<file path="src/rtl/sha256_job_ctrl.sv">
// Byte-stream to SHA256-core sequencer: packs bytes into words, starts the core, latches the digest.
// Optional WAIT watchdog is compiled in with `define SHA256_JOB_TIMEOUT_EN.
module sha256_job_ctrl #(
   parameter int MAX_BYTES      = 4096,
   parameter int TIMEOUT_CYCLES = 65535
) (
   input  logic         clk,
   input  logic         reset_n,
   input  logic         s_valid,
   input  logic [7:0]   s_data,
   input  logic         s_last,
   output logic         s_ready,
   output logic         res_valid,
   output logic [255:0] res_digest,
   output logic         res_error,
   input  logic         res_ack,
   output logic [31:0]  core_in_data,
   output logic [7:0]   core_in_len,
   output logic         core_write,
   output logic         core_start,
   output logic         core_reset,
   input  logic [255:0] core_digest,
   input  logic         core_ready,
   output logic [2:0]   state_dbg
);

   // Requester handshake: a byte moves when s_valid & s_ready on a rising clk; s_data/s_last
   // must be stable while s_valid is high. Result handshake: res_valid holds until res_valid & res_ack.
   localparam int CW = $clog2(MAX_BYTES + 1);

   localparam logic [2:0] ST_INIT   = 3'd0;
   localparam logic [2:0] ST_IDLE   = 3'd1;
   localparam logic [2:0] ST_LOAD   = 3'd2;
   localparam logic [2:0] ST_START  = 3'd3;
   localparam logic [2:0] ST_WAIT   = 3'd4;
   localparam logic [2:0] ST_CLEAR  = 3'd5;
   localparam logic [2:0] ST_RESULT = 3'd6;

   logic [2:0]    state;
   logic [CW-1:0] cnt;
   logic          err;
   logic [31:0]   word;
   logic [31:0]   word_nxt;
   logic [1:0]    lane;
   logic [2:0]    lane_p1;
   logic          accept;
   logic          at_max;

   assign s_ready    = (state == ST_IDLE) || (state == ST_LOAD);
   assign res_valid  = (state == ST_RESULT);
   assign core_reset = (state == ST_INIT) || (state == ST_CLEAR);
   assign state_dbg  = state;

   assign accept  = s_valid & s_ready;
   assign lane    = cnt[1:0];
   assign lane_p1 = {1'b0, lane} + 3'd1;
   assign at_max  = (cnt == CW'(MAX_BYTES));

   always_comb begin
      word_nxt = word;
      word_nxt[{lane, 3'b000} +: 8] = s_data;
   end

`ifdef SHA256_JOB_TIMEOUT_EN
   localparam int TW = $clog2(TIMEOUT_CYCLES + 1);
   logic [TW-1:0] tmo;
`else
   logic unused_cfg;
   assign unused_cfg = TIMEOUT_CYCLES[0];
`endif

   always_ff @(posedge clk or negedge reset_n) begin
      if (!reset_n) begin
         state        <= ST_INIT;
         cnt          <= '0;
         err          <= 1'b0;
         word         <= '0;
         res_digest   <= '0;
         res_error    <= 1'b0;
         core_in_data <= '0;
         core_in_len  <= '0;
         core_write   <= 1'b0;
         core_start   <= 1'b0;
`ifdef SHA256_JOB_TIMEOUT_EN
         tmo          <= '0;
`endif
      end else begin
         core_write <= 1'b0;
         core_start <= 1'b0;
         case (state)
            ST_INIT: begin
               // cnt doubles as the core-reset cycle counter before the first job
               if (cnt == CW'(1)) begin
                  cnt   <= '0;
                  state <= ST_IDLE;
               end else begin
                  cnt <= cnt + 1'b1;
               end
            end
            ST_IDLE, ST_LOAD: begin
               if (accept) begin
                  state <= ST_LOAD;
                  if (at_max || err) begin
                     err <= 1'b1;
                     if (s_last) begin
                        res_digest <= '0;
                        res_error  <= 1'b1;
                        state      <= ST_CLEAR;
                     end
                  end else begin
                     cnt <= cnt + 1'b1;
                     if (lane == 2'd3 || s_last) begin
                        core_write   <= 1'b1;
                        core_in_data <= word_nxt;
                        core_in_len  <= {2'b00, lane_p1, 3'b000};
                        word         <= '0;
                     end else begin
                        word <= word_nxt;
                     end
                     if (s_last) state <= ST_START;
                  end
               end
            end
            ST_START: begin
               // final write is on the wire this cycle; start follows on the next
               core_start <= 1'b1;
               state      <= ST_WAIT;
`ifdef SHA256_JOB_TIMEOUT_EN
               tmo        <= '0;
`endif
            end
            ST_WAIT: begin
               if (core_ready) begin
                  res_digest <= core_digest;
                  res_error  <= 1'b0;
                  state      <= ST_CLEAR;
               end
`ifdef SHA256_JOB_TIMEOUT_EN
               else if (tmo == TW'(TIMEOUT_CYCLES - 1)) begin
                  res_digest <= '0;
                  res_error  <= 1'b1;
                  state      <= ST_CLEAR;
               end else begin
                  tmo <= tmo + 1'b1;
               end
`endif
            end
            ST_CLEAR: state <= ST_RESULT;
            ST_RESULT: begin
               if (res_ack) begin
                  cnt   <= '0;
                  err   <= 1'b0;
                  word  <= '0;
                  state <= ST_IDLE;
               end
            end
            default: state <= ST_INIT;
         endcase
      end
   end

endmodule

</file>
<file path="config.mk">
export PLATFORM = sky130hd
export DESIGN_NAME = sha256_job_ctrl
export DESIGN_NICKNAME = d
export VERILOG_FILES = /design/src/rtl/sha256_job_ctrl.sv
export SDC_FILE = /design/constraint.sdc
export NUM_CORES = 1
export LEC_CHECK = 0
export CAP_MARGIN = 20
export CORE_AREA = 3 3 222 224
export CTS_CLUSTER_SIZE = 25
export DETAILED_ROUTE_END_ITERATION = 10
export DIE_AREA = 0 0 225 227
export PLACE_DENSITY = 0.54
export SKIP_LAST_GASP = 1
export SYNTH_ARGS = -nofsm -noshare
export SYNTH_HDL_FRONTEND = slang
export SYNTH_SLANG_ARGS = --single-unit
</file>
<file path="constraint.sdc">
create_clock -name clk -period 5.6 [get_ports clk]
set_input_delay 0.56 -clock clk [delete_from_list [all_inputs] [get_ports clk]]
set_output_delay 0.56 -clock clk [all_outputs]
set_load 0.02 [all_outputs]
</file>
# Word level (Yosys, flattened, before mapping)
# Index checks and enable logic that the tools add are counted.
word_totals:
  ff_bits: 343
  latchBits: 0
  ram_bits: 0
  romBits: 0
  wordCells: 86
  n_memories: 0
op_classes:
  n_addsub: 3
  mul: 0
  div_mod_pow: 0
  n_lt_le_gt_ge: 0
  n_eq_ne: 16
  n_shift: 2
  n_mux: 38
  bitwise: 2
  reduce_logical: 15
op_table:
  columns: ["op", "n"]
  rows:
  - ["256-bit two-way mux", 4]
  - ["256-bit one-hot mux with 2 select lines", 1]
  - ["32-bit two-way mux", 4]
  - ["32-bit one-hot mux with 2 select lines", 1]
  - ["13-bit two-way mux", 4]
  - ["13-bit one-hot mux with 3 select lines", 1]
  - ["32-bit bitwise mux", 1]
  - ["8-bit by 7-bit variable shift with 32-bit output (first input constant)", 1]
  - ["8-bit by 7-bit indexed part select with 32-bit output", 1]
  - ["4-bit AND reduction", 5]
  - ["3-bit two-way mux", 6]
  - ["3-bit one-hot mux with 6 select lines", 1]
  - ["13-bit by 1-bit adder with 13-bit output (second input constant)", 1]
  - ["13-bit by 1-bit == test with 1-bit output (second input constant)", 1]
  - ["13-bit == test (second input constant)", 1]
  - ["1-bit two-way mux", 13]
  - ["2-bit inequality test (second input constant)", 5]
  - ["3-bit == test (second input constant)", 3]
  - ["5-bit negator with 7-bit output", 1]
  - ["3-bit by 2-bit == test with 1-bit output (second input constant)", 2]
  - ["5-bit AND reduction", 1]
  - ["1-bit logical OR", 4]
  - ["2-bit by 1-bit inequality test with 1-bit output (second input constant)", 2]
  - ["1-bit one-hot mux with 2 select lines", 2]
  - ["9 further kinds", 10]

# Longest topological paths before layout
# Gate-level depths: netlist of run 1.
logic_depth:
  word_depth: 7
  depth_mapped: 9
  depth_no_buf: 7

# Worst setup path after synthesis of run 1
# No wires, ideal clock.
synth_path:
  path_type: "reg2reg"
  startpoint: "register cnt[0]"
  endpoint: "register word[24]"
  arrival_time_ns: 2.288
  required_time_ns: 5.534
  slack_ns: 3.246
  path_stages_with_launch: 6
  period_less_slack_ns: 2.354
  cell_sequence: "dfrtp_1 > inv_1 > ha_1 > nor4b_1 > nor3b_4 > a22o_1"
synth_between:
  elab_chain_len: 7
  elab_cells_between_ends: 14
  cone_classes: "1 x add/sub; 3 x eq/ne; 2 x shift; 5 x mux; 3 x reduce/logical"
synth_rtl:
  columns: ["element", "line", "source"]
  rows:
  - ["start, declared", "40", "logic [CW-1:0] cnt;"]
  - ["start signal, assigned", "97", "cnt <= cnt + 1'b1;"]
  - ["start signal, assigned", "111", "cnt <= cnt + 1'b1;"]
  - ["5-bit negator with 7-bit output", "61", "word_nxt[{lane, 3'b000} +: 8] = s_data;"]
  - ["8-bit by 7-bit indexed part select with 32-bit output or 8-bit by 7-bit variable shift with 32-bit output (tied branches)", "61", null]
  - ["32-bit bitwise mux", "61", null]
  - ["32-bit two-way mux", "112", "if (lane == 2'd3 || s_last) begin"]
  - ["32-bit two-way mux", "103", "if (at_max || err) begin"]
  - ["32-bit two-way mux", "101", "if (accept) begin"]
  - ["32-bit one-hot mux with 2 select lines", "90", "case (state)"]
  - ["end signal, assigned", "118", "word <= word_nxt;"]
  - ["end, declared", "42", "logic [31:0] word;"]
# Several ways; a longest one is shown, not always the timed one. The select of a mux whose other input is x is not followed.
# A chain may end at the register's enable or synchronous reset.

# Worst setup path after layout of run 1
layout_path:
  startpoint: "register cnt[0]"
  endpoint: "register res_digest[139]"
layout_between:
  elab_chain_len: 4
layout_rtl:
  columns: ["element", "line", "source"]
  rows:
  - ["13-bit == test", "57", "assign at_max = (cnt == CW'(MAX_BYTES));"]
  - ["1-bit logical OR", "103", null]
  - ["2-bit inequality test (no source line)", null, null]
  - ["5-bit AND reduction (no source line)", null, null]
  - ["end signal, assigned", "134", "res_digest <= core_digest;"]
  - ["end, declared", "14", "output logic [255:0] res_digest,"]
# No other way between the ends.

==> results of run 1 <==
path summary, 6_finish.rpt:
path	endpoint	slack (ps)
worst max register to register	res_digest[139]	2100
worst max-delay path	res_digest[139]	2100
max in group asynchronous	res_digest[17]	4220
worst min register to register	word[31]	470
worst min-delay path	core_in_data[14]	130
min in group clk	word[31]	470
state kept, by name, indices dropped and copies added, names as in the netlist:
name,count
cnt,13
core_in_data,32
core_in_len,3
state_dbg,3
core_write,1
res_error,1
res_digest,256
err,1
core_start,1
word,32
critical path, stage by stage, from the launching register on:
cell	delay (ps)
sky130_fd_sc_hd__dfrtp_1	500
sky130_fd_sc_hd__inv_1	170
sky130_fd_sc_hd__ha_1	390
sky130_fd_sc_hd__and2_1	270
sky130_fd_sc_hd__a41oi_4	430
sky130_fd_sc_hd__and4b_1	320
sky130_fd_sc_hd__nor2_4	710
sky130_fd_sc_hd__buf_4	450
sky130_fd_sc_hd__a22o_1	190
power by group through the flow:
| stage | sequential [uW] | combinational (uW) | clock [uW] |
|---|---|---|---|
| floorplan | 5000 | 1710 | 0 |
| global placement | 4000 | 5400 | 0 |
| detailed placement | 3990 | 5440 | 0 |
| CTS | 3980 | 5460 | 2710 |
| global route | 4110 | 5710 | 2800 |
| finish | 3980 | 5390 | 2620 |
routing by layer:
layer	part of all wire, %	wire, um
met4	2.8	1360
met2	50	24400
met3	7.5	3660
met5	0	0
met1	40	19600
placed cells by master, fill, tap and decap left out, types with 3 or more instances in the layout:
cell type,n
sky130_fd_sc_hd__clkbuf_16,43
sky130_fd_sc_hd__buf_4,8
sky130_fd_sc_hd__mux2_2,3
sky130_fd_sc_hd__conb_1,5
sky130_fd_sc_hd__nand2b_1,4
sky130_fd_sc_hd__o21bai_1,4
sky130_fd_sc_hd__buf_12,6
sky130_fd_sc_hd__nor3b_2,3
sky130_fd_sc_hd__nand3_1,3
sky130_fd_sc_hd__ha_1,6
sky130_fd_sc_hd__clkbuf_8,9
sky130_fd_sc_hd__nand2_1,45
sky130_fd_sc_hd__inv_1,7
sky130_fd_sc_hd__nor2_1,15
sky130_fd_sc_hd__a22o_1,294
sky130_fd_sc_hd__o21ai_1,5
sky130_fd_sc_hd__clkinv_2,4
sky130_fd_sc_hd__clkbuf_1,14
sky130_fd_sc_hd__nor3_1,4
sky130_fd_sc_hd__o21ai_0,37
sky130_fd_sc_hd__nor2b_1,41
sky130_fd_sc_hd__clkdlybuf4s50_1,568
sky130_fd_sc_hd__and3_1,6
sky130_fd_sc_hd__nand4_1,5
sky130_fd_sc_hd__dfrtp_1,343
sky130_fd_sc_hd__a221o_1,4
sky130_fd_sc_hd__and2_1,6
sky130_fd_sc_hd__a31o_2,3
sky130_fd_sc_hd__a21oi_1,36
synthesized netlist by cell type (all sizes together), types with 5 or more instances:
library cell / count
buf: 52
nor2b: 41
clkbuf: 40
nand2: 45
and2: 6
ha: 6
nor2: 16
nand4: 5
o21ai: 42
a22o: 294
dfrtp: 343
a21oi: 38
inv: 7
and3: 7
cell families (layout without fill, tap and decap cells):
family,count (synthesis),in the layout,synth area share [%]
simple gates,145,145,6.18
fa+ha+maj,6,6,0.566
compound gates,401,401,24.6
buf+inv,99,663,3.41
flops,343,343,64.8
other cells,1,7,0.0283
mux,4,4,0.425
xor+xnor,1,1,0.0661
final cells by class:
| class | instances | area [sq um] |
|---|---|---|
| fill | 4457 | 26700 |
| inverter | 7 | 26.3 |
| timing repair buffer | 583 | 5880 |
| antenna | 2 | 5.00 |
| sequential | 343 | 8580 |
| clock buffer | 66 | 1250 |
| clock inverter | 7 | 67.6 |
| multi-input combinational | 562 | 4260 |
| tap | 615 | 769 |
through the flow:
stage                     cells  setup WS (ps)  utilization [%]  total power, uW
final                      2185           2100             43.8            12000
after global routing       2184           1810             43.8            12600
after CTS                  2183           1950             43.8            12100
after detailed placement   2110           1990             41.1             9430
after global placement     2110           2140             41.1             9400
after floorplan            1004           3250                -             6710
==> impl_results.md, run 1 <==
- Setup tns final: 0 ps
- Initial standard-cell utilization of the core: 27.9%
- Die X: 225 um
- Setup crit end kind: flop
- Routed wire per std cell: 22.4 um
- Leakage power total: 0.00924 uW
- GP Congestion: 0.795
- Final setup violating endpoints: 0
- Final critical-path required period: 3500 ps
- Power Internal: 7580 uW
- Crit. Startpoint: cnt[0]
- Synth-to-Final Area Change: 57.3%
- Proportion of total power due to net switching: 36.8%
- Data arrival, critical path: 3980 ps
- Synthesized area per cell: 13.3 sq um
- Post-synthesis cell type with the largest combined area: sky130_fd_sc_hd__dfrtp_1
- Dpl cell area: 19500 sq um
- Most congested layer reported by global routing: met2
- Share of the yosys chip area belonging to registers: 64.8%
- Count of flip-flops with a built-in enable after synthesis: 0
- Area share of the leading cell type in the synthesized netlist: 64.8%
- Global routing usage on met3: 5.03%
- Setup repair after global routing missed its margin: no
- Clock tree root driver cell: sky130_fd_sc_hd__clkbuf_16
- WP data required: 6070 ps
- Power per standard cell area: 575 nW/um^2
- Part of the cycle the worst path needs: 62.6%
- DR pass1 iterations: 4
- Total standard cell area after synthesis: 13300 sq um
- Port Buffers: 569
- Gate power share: 45.0%
- #FFs+latches synth: 343
- Top cells by area, synth: sky130_fd_sc_hd__dfrtp_1 (65%), sky130_fd_sc_hd__a22o_1 (19%), sky130_fd_sc_hd__nor2b_1 (1.9%), sky130_fd_sc_hd__o21ai_0 (1.4%), sky130_fd_sc_hd__a21oi_1 (1.4%)
- Maximum number of pins on one net before global-route repair: 133
- Via count of the first global-routing pass: 10900
- Via count: 10800
- # resized after CTS: 0
- Detailed-route vias per instance: 4.92
- Fmax: 285 MHz
- Critical path startpoint category: flop
- CTS HTree Levels: 2
- Clock tree from TritonCTS: done
- Critical-path maximum fanout: 30
- Number of ports placed on the die boundary: 575
- Final standard cell area without fillers: 20800 sq um
- Met2 track demand over resource: 30.3%
- Number of warnings issued by yosys: 0
- Postcts setup bufs: 0
- Total overflow reported by the global router: 0
- Latest clock arrival within the worst-skew pair: 540 ps
- Number of max-cap violations: 0
- Number of remaining DRC errors: 0
- Net Switching: 4410 uW
- Fraction of layout instances using a drive strength above 1: 6.12%
- GR Util All Layers: 18.0%
- CTS buffer count: 41
- Count of hold buffers inserted by post-cts repair: 0
- Post-route ant nets: 0
- Worst slack on hold paths: 129 ps
- Main synth FF type: sky130_fd_sc_hd__dfrtp_1
- Core ar.: 47500 sq um
- Number of placement rows: 80
- Run status: completed
- Logic depth of the worst register-to-register path: 8
- Transition time at the pin with the least slew margin: 960 ps
- Met1 Resource Use GR: 22.6%
- Min-Delay Path Class: in -> async
- TritonCTS sink count: 343
- Post-route clock skew: 16.6 ps
- Proportion of power drawn by flip-flops and latches: 33.2%
- Die ar.: 51100 sq um
- Worst r2r src: cnt[0]
- Sum of routed wire length over all layers: 49000 um
- Max Transition Viols Final: 0
- Post-synthesis async set-or-reset flop share: 100%
- HPWL reported at the end of detailed placement: 34800 um
- Distinct cell type count of the synthesized netlist: 53
- Final count of hold timing violations: 0
- Antenna violations before repair: 3
- Global-route wire length before repair: 70800 um
- VDD IR max: 0.227 mV
- Classification of the worst setup path: reg -> reg
- Clock share of power: 21.9%
- Number of nets in the finished design: 1814
- Die extent in y: 227 um
- CTS clk-pin slew, worst paths: 60 ps
- Worst slew margin relative to its limit: 36.0%
- Cells after synthesis: 1000
- CTS max path bufs: 3
- Drt first-iter violations: 739
Note: power is estimated with default switching activity, not from simulation.
==> inputs of run 2 (changes only) <==
- clock period: 5.6 -> 3.5 ns (I/O delays scaled with it)
==> impl_results.md, run 2 (synthesized netlist as in run 1, its figures left out) <==
- Run status: completed
- Synth-to-Final Area Change: 57.8%
- Highest-count cells in the layout ignoring fill and taps: sky130_fd_sc_hd__clkdlybuf4s50_1 (568), sky130_fd_sc_hd__dfrtp_1 (343), sky130_fd_sc_hd__a22o_1 (294)
- WP data required: 3960 ps (-2110 ps)
- Latest clock arrival within the worst-skew pair: 540 ps (about the same)
- Number of max-cap violations: 0 (unchanged)
- Min-Delay Path Class: in -> reg
- CTS buffer count: 40 (-2.4%)
- Total overflow reported by the global router: 0 (unchanged)
- Global-route wire length before repair: 70600 um (-0.30%)
- Sum of routed wire length over all layers: 49000 um (about the same)
- DR pass1 iterations: 5 (+1)
- GP Congestion: 0.784 (-1.3%)
- GR Util All Layers: 18.2% (+0.16 points)
- Number of nets in the finished design: 1825 (+0.61%)
- Clock share of power: 21.7% (-0.2 points)
- Drt first-iter violations: 577 (-22%)
- Overall power after layout: 19200 uW (+60%)
- Core ar.: 47500 sq um (unchanged)
- Final critical-path required period: 2840 ps (-660 ps)
- Critical path startpoint category: flop
- Power per standard cell area: 919 nW/um^2 (+60%)
- Setup tns final: 0 ps (unchanged)
- Classification of the worst setup path: reg -> reg
- Data arrival, critical path: 3310 ps (-670 ps)
- Max reg flops: 256 (unchanged)
- Post-route clock skew: 13.0 ps (-3.65 ps)
- Post-route ant nets: 0 (unchanged)
- Die extent in y: 227 um (unchanged)
- Port Buffers: 569 (unchanged)
- Final count of hold timing violations: 0 (unchanged)
- HPWL reported at the end of detailed placement: 35700 um (+2.4%)
- Max Transition Viols Final: 0 (unchanged)
- Transition time at the pin with the least slew margin: 753 ps (-207 ps)
- Critical-path maximum fanout: 35 (+17%)
- Hold Path Depth: 2
- Maximum number of pins on one net before global-route repair: 130 (-2.3%)
- Clock tree root driver cell: sky130_fd_sc_hd__clkbuf_16
- Die ar.: 51100 sq um (unchanged)
- Registers with the highest flip-flop counts: res_digest x256, core_in_data x32, word x32
- CTS max path bufs: 3 (unchanged)
- Fillcell total: 4385 (-1.6%)
- Via count: 10700 (-0.75%)
- Gate power share: 45.2% (+0.2 points)
- Setup crit end kind: flop
- Commonest non-fill, non-tap cell in the layout: sky130_fd_sc_hd__clkdlybuf4s50_1
- CTS clk-pin slew, worst paths: 60 ps (about the same)
- Via count of the first global-routing pass: 10800 (-0.86%)
- Sequential cell area: 8580 sq um (unchanged)
- Proportion of total power due to net switching: 36.8% (+0.051 points)
- Final setup violating endpoints: 0 (unchanged)
- Number of ports placed on the die boundary: 575 (unchanged)
- Proportion of power drawn by flip-flops and latches: 33.1% (about the same)
- Setup repair after global routing missed its margin: no
- Worst slew margin relative to its limit: 49.8% (+14 points)
- Largest register by flop count: res_digest
- Clock tree from TritonCTS: done
- Part of the cycle the worst path needs: 81.3% (+19 points)
- Fraction of layout instances using a drive strength above 1: 6.84% (+0.72 points)
- CTS HTree Levels: 2 (unchanged)
- Die X: 225 um (unchanged)
- Leakage power total: 0.00927 uW (+0.28%)
- Initial standard-cell utilization of the core: 27.9% (unchanged)
- Power Internal: 12100 uW (+60%)
- Antenna violations before repair: 5 (+2)
- Routed wire per std cell: 22.3 um (-0.54%)
- VDD IR max: 0.486 mV (+110%)
- TritonCTS sink count: 343 (unchanged)
- Net Switching: 7070 uW (+61%)
- Number of remaining DRC errors: 0 (unchanged)
- Detailed-route vias per instance: 4.86 (-1.3%)
- Logic depth of the worst register-to-register path: 8 (unchanged)
- Multi-input gate area: 4260 sq um (unchanged)
- Number of placement rows: 80 (unchanged)
- Fmax: 352 MHz (+23%)
[run 2: changes by cell type in the layout (fill, tap and decap cells not counted), moves of 2 or more]
cell	before	now
sky130_fd_sc_hd__clkbuf_1	14	11
sky130_fd_sc_hd__buf_12	6	4
sky130_fd_sc_hd__clkbuf_16	43	41
sky130_fd_sc_hd__buf_4	8	21
sky130_fd_sc_hd__diode_2	2	5
sky130_fd_sc_hd__clkinvlp_4	0	4
[run 2: power by group through the flow]
stage                     logic [uW]  clock network (uW)  registers, uW
after floorplan                 2740                   0           8000
after global placement          8670                   0           6430
after detailed placement        8760                   0           6400
after CTS                       8800                4310           6370
after global routing            9180                4470           6570
final                           8680                4170           6370
[run 2: layout make-up]
class                      instances  share of cell area [%]
antenna                            5                  0.0598
clock buffer                      62                    5.76
clock inverter                     9                   0.503
inverter                           7                   0.126
multi-input combinational        562                    20.4
sequential                       343                    41.0
tap                              615                    3.68
timing repair buffer             595                    28.4
[run 2: worst max-delay path, cell delays in order, from the launching register on]
cell                      delay, ps
sky130_fd_sc_hd__dfrtp_1        490
sky130_fd_sc_hd__inv_1          170
sky130_fd_sc_hd__ha_1           240
sky130_fd_sc_hd__and2_1         190
sky130_fd_sc_hd__a41oi_4        430
sky130_fd_sc_hd__and4b_1        300
sky130_fd_sc_hd__nor2_4         280
sky130_fd_sc_hd__buf_4          440
sky130_fd_sc_hd__a22o_1         210
[run 2: final timing paths]
check	start	to	slack, ps
setup reg to reg	cnt[0]	res_digest[44]	660
max in group asynchronous	reset_n	res_digest[175]	2100
hold reg to reg	core_in_data[26]	core_in_data[26]	480
hold / removal	core_digest[217]	res_digest[217]	420
min in group asynchronous	reset_n	core_in_data[20]	440
setup / recovery	cnt[0]	res_digest[44]	660
[run 2: what timing repair did]
| item | in CTS | in global routing |
|---|---|---|
| setup buffers | 0 | 0 |
| endpoints found under the hold margin | 83 | 0 |
| hold buffers | 1 | 0 |
| resized for setup | 0 | 0 |
[run 2: per-layer routing]
| metal | global-route usage (%) | vias to the layer above | routed length [um] |
|---|---|---|---|
| li1 | - | 4850 | - |
| met1 | 22.9 | 5376 | 19900 |
| met2 | 30.6 | 384 | 24300 |
| met3 | 5.02 | 65 | 3570 |
| met4 | 6.01 | 0 | 1240 |
| met5 | 0 | - | 0 |
[run 2: metrics by stage]
stage | cell area (sq um) | utilization, % | hold WS [ps] | setup slack [ps] | cells
floorplan | 13300 | - | 54.4 | 1150 | 1004
finish | 20900 | 44.0 | 417 | 655 | 2198
CTS | 20900 | 44.0 | 372 | 620 | 2193
detailed placement | 19600 | 41.2 | 453 | 676 | 2121
global placement | 19600 | 41.2 | 449 | 728 | 2121
global route | 20900 | 44.0 | 387 | 444 | 2197
==> inputs of run 3 (changes only) <==
- CORE_AREA: 3 3 222 224 -> 3 3 221 223
- DIE_AREA: 0 0 225 227 -> 0 0 224 226
- PLACE_DENSITY: 0.54 -> 0.56
- clock period: 3.5 -> 2.5 ns (I/O delays scaled with it)
==> impl_results.md, run 3 (synthesized netlist as in run 1, its figures left out) <==
- Registers with the highest flip-flop counts: res_digest x256, core_in_data x32, word x32
- TritonCTS sink count: 343 (unchanged)
- Latest clock arrival within the worst-skew pair: 550 ps (about the same)
- Post-route ant nets: 0 (unchanged)
- Die ar.: 50600 sq um (-0.88%)
- Power per standard cell area: 1310 nW/um^2 (+42%)
- Fraction of layout instances using a drive strength above 1: 8.02% (+1.2 points)
- GR Util All Layers: 18.6% (+0.38 points)
- Critical-path maximum fanout: 4 (-89%)
- Port Buffers: 569 (unchanged)
- Initial standard-cell utilization of the core: 28.3% (+0.47 points)
- Post-route clock skew: 10.4 ps (-2.60 ps)
- Maximum number of pins on one net before global-route repair: 80 (-38%)
- Fmax: 416 MHz
- Clock share of power: 23.2% (+1.5 points)
- CTS HTree Levels: 2 (unchanged)
- VDD IR max: 0.612 mV (+26%)
- Part of the cycle the worst path needs: 96.0%
- Max reg flops: 256 (unchanged)
- Setup repair after global routing missed its margin: no
- Clock tree root driver cell: sky130_fd_sc_hd__clkbuf_16
- Final critical-path required period: 2400 ps
- Final setup violating endpoints: 0 (unchanged)
- Antenna violations before repair: 1 (-4)
- Critical path startpoint category: flop
- CTS buffer count: 41 (+2.5%)
- Transition time at the pin with the least slew margin: 552 ps (-202 ps)
- Top cell family by delay on the critical path: buffers and inverters
- Global-route wire length before repair: 72600 um (+2.8%)
- Number of max-cap violations: 0 (unchanged)
- Power Internal: 17900 uW (+47%)
- Count of inserted antenna diode cells: 0 (-5)
- Proportion of power drawn by flip-flops and latches: 31.5% (-1.6 points)
- Net Switching: 10000 uW (+42%)
- Detailed-route vias per instance: 4.91 (+1.0%)
- Total overflow reported by the global router: 0 (unchanged)
- Via count: 10800 (+1.2%)
- WP data required: 2250 ps (-1710 ps)
- Leakage power total: 0.00950 uW (+2.6%)
- Max Transition Viols Final: 0 (unchanged)
- Core ar.: 46800 sq um (-1.7%)
- Worst Setup Slack post-DPL: 51.8 ps (-624 ps)
- Die extent in y: 226 um (-0.44%)
- GP Congestion: 0.812 (+3.5%)
- Gate power share: 45.3% (about the same)
- Number of nets in the finished design: 1845 (+1.1%)
- Clock tree from TritonCTS: done
- Drt first-iter violations: 570 (-1.2%)
- CTS max path bufs: 3 (unchanged)
- Setup crit end kind: primary output
- Largest register by flop count: res_digest
- Run status: completed
- Max incr delay on CP: 630 ps (+140 ps)
- HPWL reported at the end of detailed placement: 36000 um (+0.87%)
- Proportion of total power due to net switching: 36.0% (-0.86 points)
- Number of placement rows: 79 (-1.3%)
- Number of ports placed on the die boundary: 575 (unchanged)
- Highest-count cells in the layout ignoring fill and taps: sky130_fd_sc_hd__clkdlybuf4s50_1 (567), sky130_fd_sc_hd__dfrtp_1 (343), sky130_fd_sc_hd__a22o_1 (294)
- Series of cell instances along the critical path: nor2b_1, nand2_1, inv_1, clkdlybuf4s50_1
- Routed wire per std cell: 22.4 um (+0.38%)
- Number of remaining DRC errors: 0 (unchanged)
- Setup ws final: 98.9 ps (-556 ps)
- Fillcell total: 4320 (-1.5%)
- Data arrival, critical path: 2150 ps (-1160 ps)
- Classification of the worst setup path: reg -> out
- Commonest non-fill, non-tap cell in the layout: sky130_fd_sc_hd__clkdlybuf4s50_1
- Die X: 224 um (-0.44%)
- Setup tns final: 0 ps (unchanged)
- Reg-to-reg slack, setup: 180 ps (-480 ps)
- Final count of hold timing violations: 0 (unchanged)
- Worst path slowest cell: sky130_fd_sc_hd__clkdlybuf4s50_1
- Min-Delay Path Class: in -> async
- Sum of routed wire length over all layers: 49300 um (+0.60%)
- Worst slew margin relative to its limit: 63.2% (+13 points)
- Via count of the first global-routing pass: 11200 (+3.5%)
- Crit path buf inv count: 2 (unchanged)
- CTS clk-pin slew, worst paths: 60 ps (about the same)
- Synth-to-Final Area Change: 61.0%
- DR pass1 iterations: 5 (unchanged)
[run 3: through the flow]
step / hold WS, ps / instances / instance area (sq um) / total power [uW] / util (%)
5_1_grt: 250 / 2203 / 21300 / 29300 / 45.6
3_5_place_dp: 208 / 2132 / 19900 / 21600 / 42.5
2_1_floorplan: -45.6 / 1004 / 13300 / 15000 / -
3_3_place_gp: 208 / 2132 / 19900 / 21500 / 42.5
4_1_cts: 212 / 2203 / 21300 / 28200 / 45.6
6_report: 230 / 2203 / 21300 / 27900 / 45.6
[run 3: layout make-up]
| type | count | area [sq um] | area share [%] |
|---|---|---|---|
| sequential | 343 | 8580 | 40.2 |
| timing repair buffer | 614 | 6240 | 29.2 |
| multi-input combinational | 562 | 4270 | 20.0 |
| clock buffer | 58 | 1190 | 5.59 |
| tap | 607 | 759 | 3.56 |
| clock inverter | 12 | 264 | 1.24 |
| inverter | 7 | 26.3 | 0.123 |
[run 3: path summary, 6_finish.rpt]
check                                 from                to  depth (start not counted)
hold reg to reg                   word[15]          word[15]                          2
setup reg to reg                    cnt[0]           word[1]                          5
max in group asynchronous          reset_n    res_digest[77]                          3
hold / removal                     reset_n  core_in_data[18]                          2
min in group clk           core_digest[98]    res_digest[98]                          2
setup / recovery              state_dbg[0]         res_valid                          4
[run 3: what timing repair did]
action,CTS,global route
cloned,0,0
hold endpoints to repair,45,0
endpoints found under the setup margin,1,13
resized for setup,1,2
buffers inserted,0,0
hold buffers,1,0
[run 3: power by group through the flow]
stage               Clock, uW  Sequential, uW  Combinational, uW
CTS                      6640            8810              12800
global route             6880            9070              13300
finish                   6480            8810              12700
detailed placement          0            8840              12700
global placement            0            8840              12600
floorplan                   0           11200               3840
[run 3: layer usage]
layer,GRT usage (%),routed length (um),vias to the layer above
met5,0,13,-
met1,23.5,20000,5453
met4,4.62,955,2
met2,31.4,24600,408
met3,5.45,3710,60
li1,-,-,4883
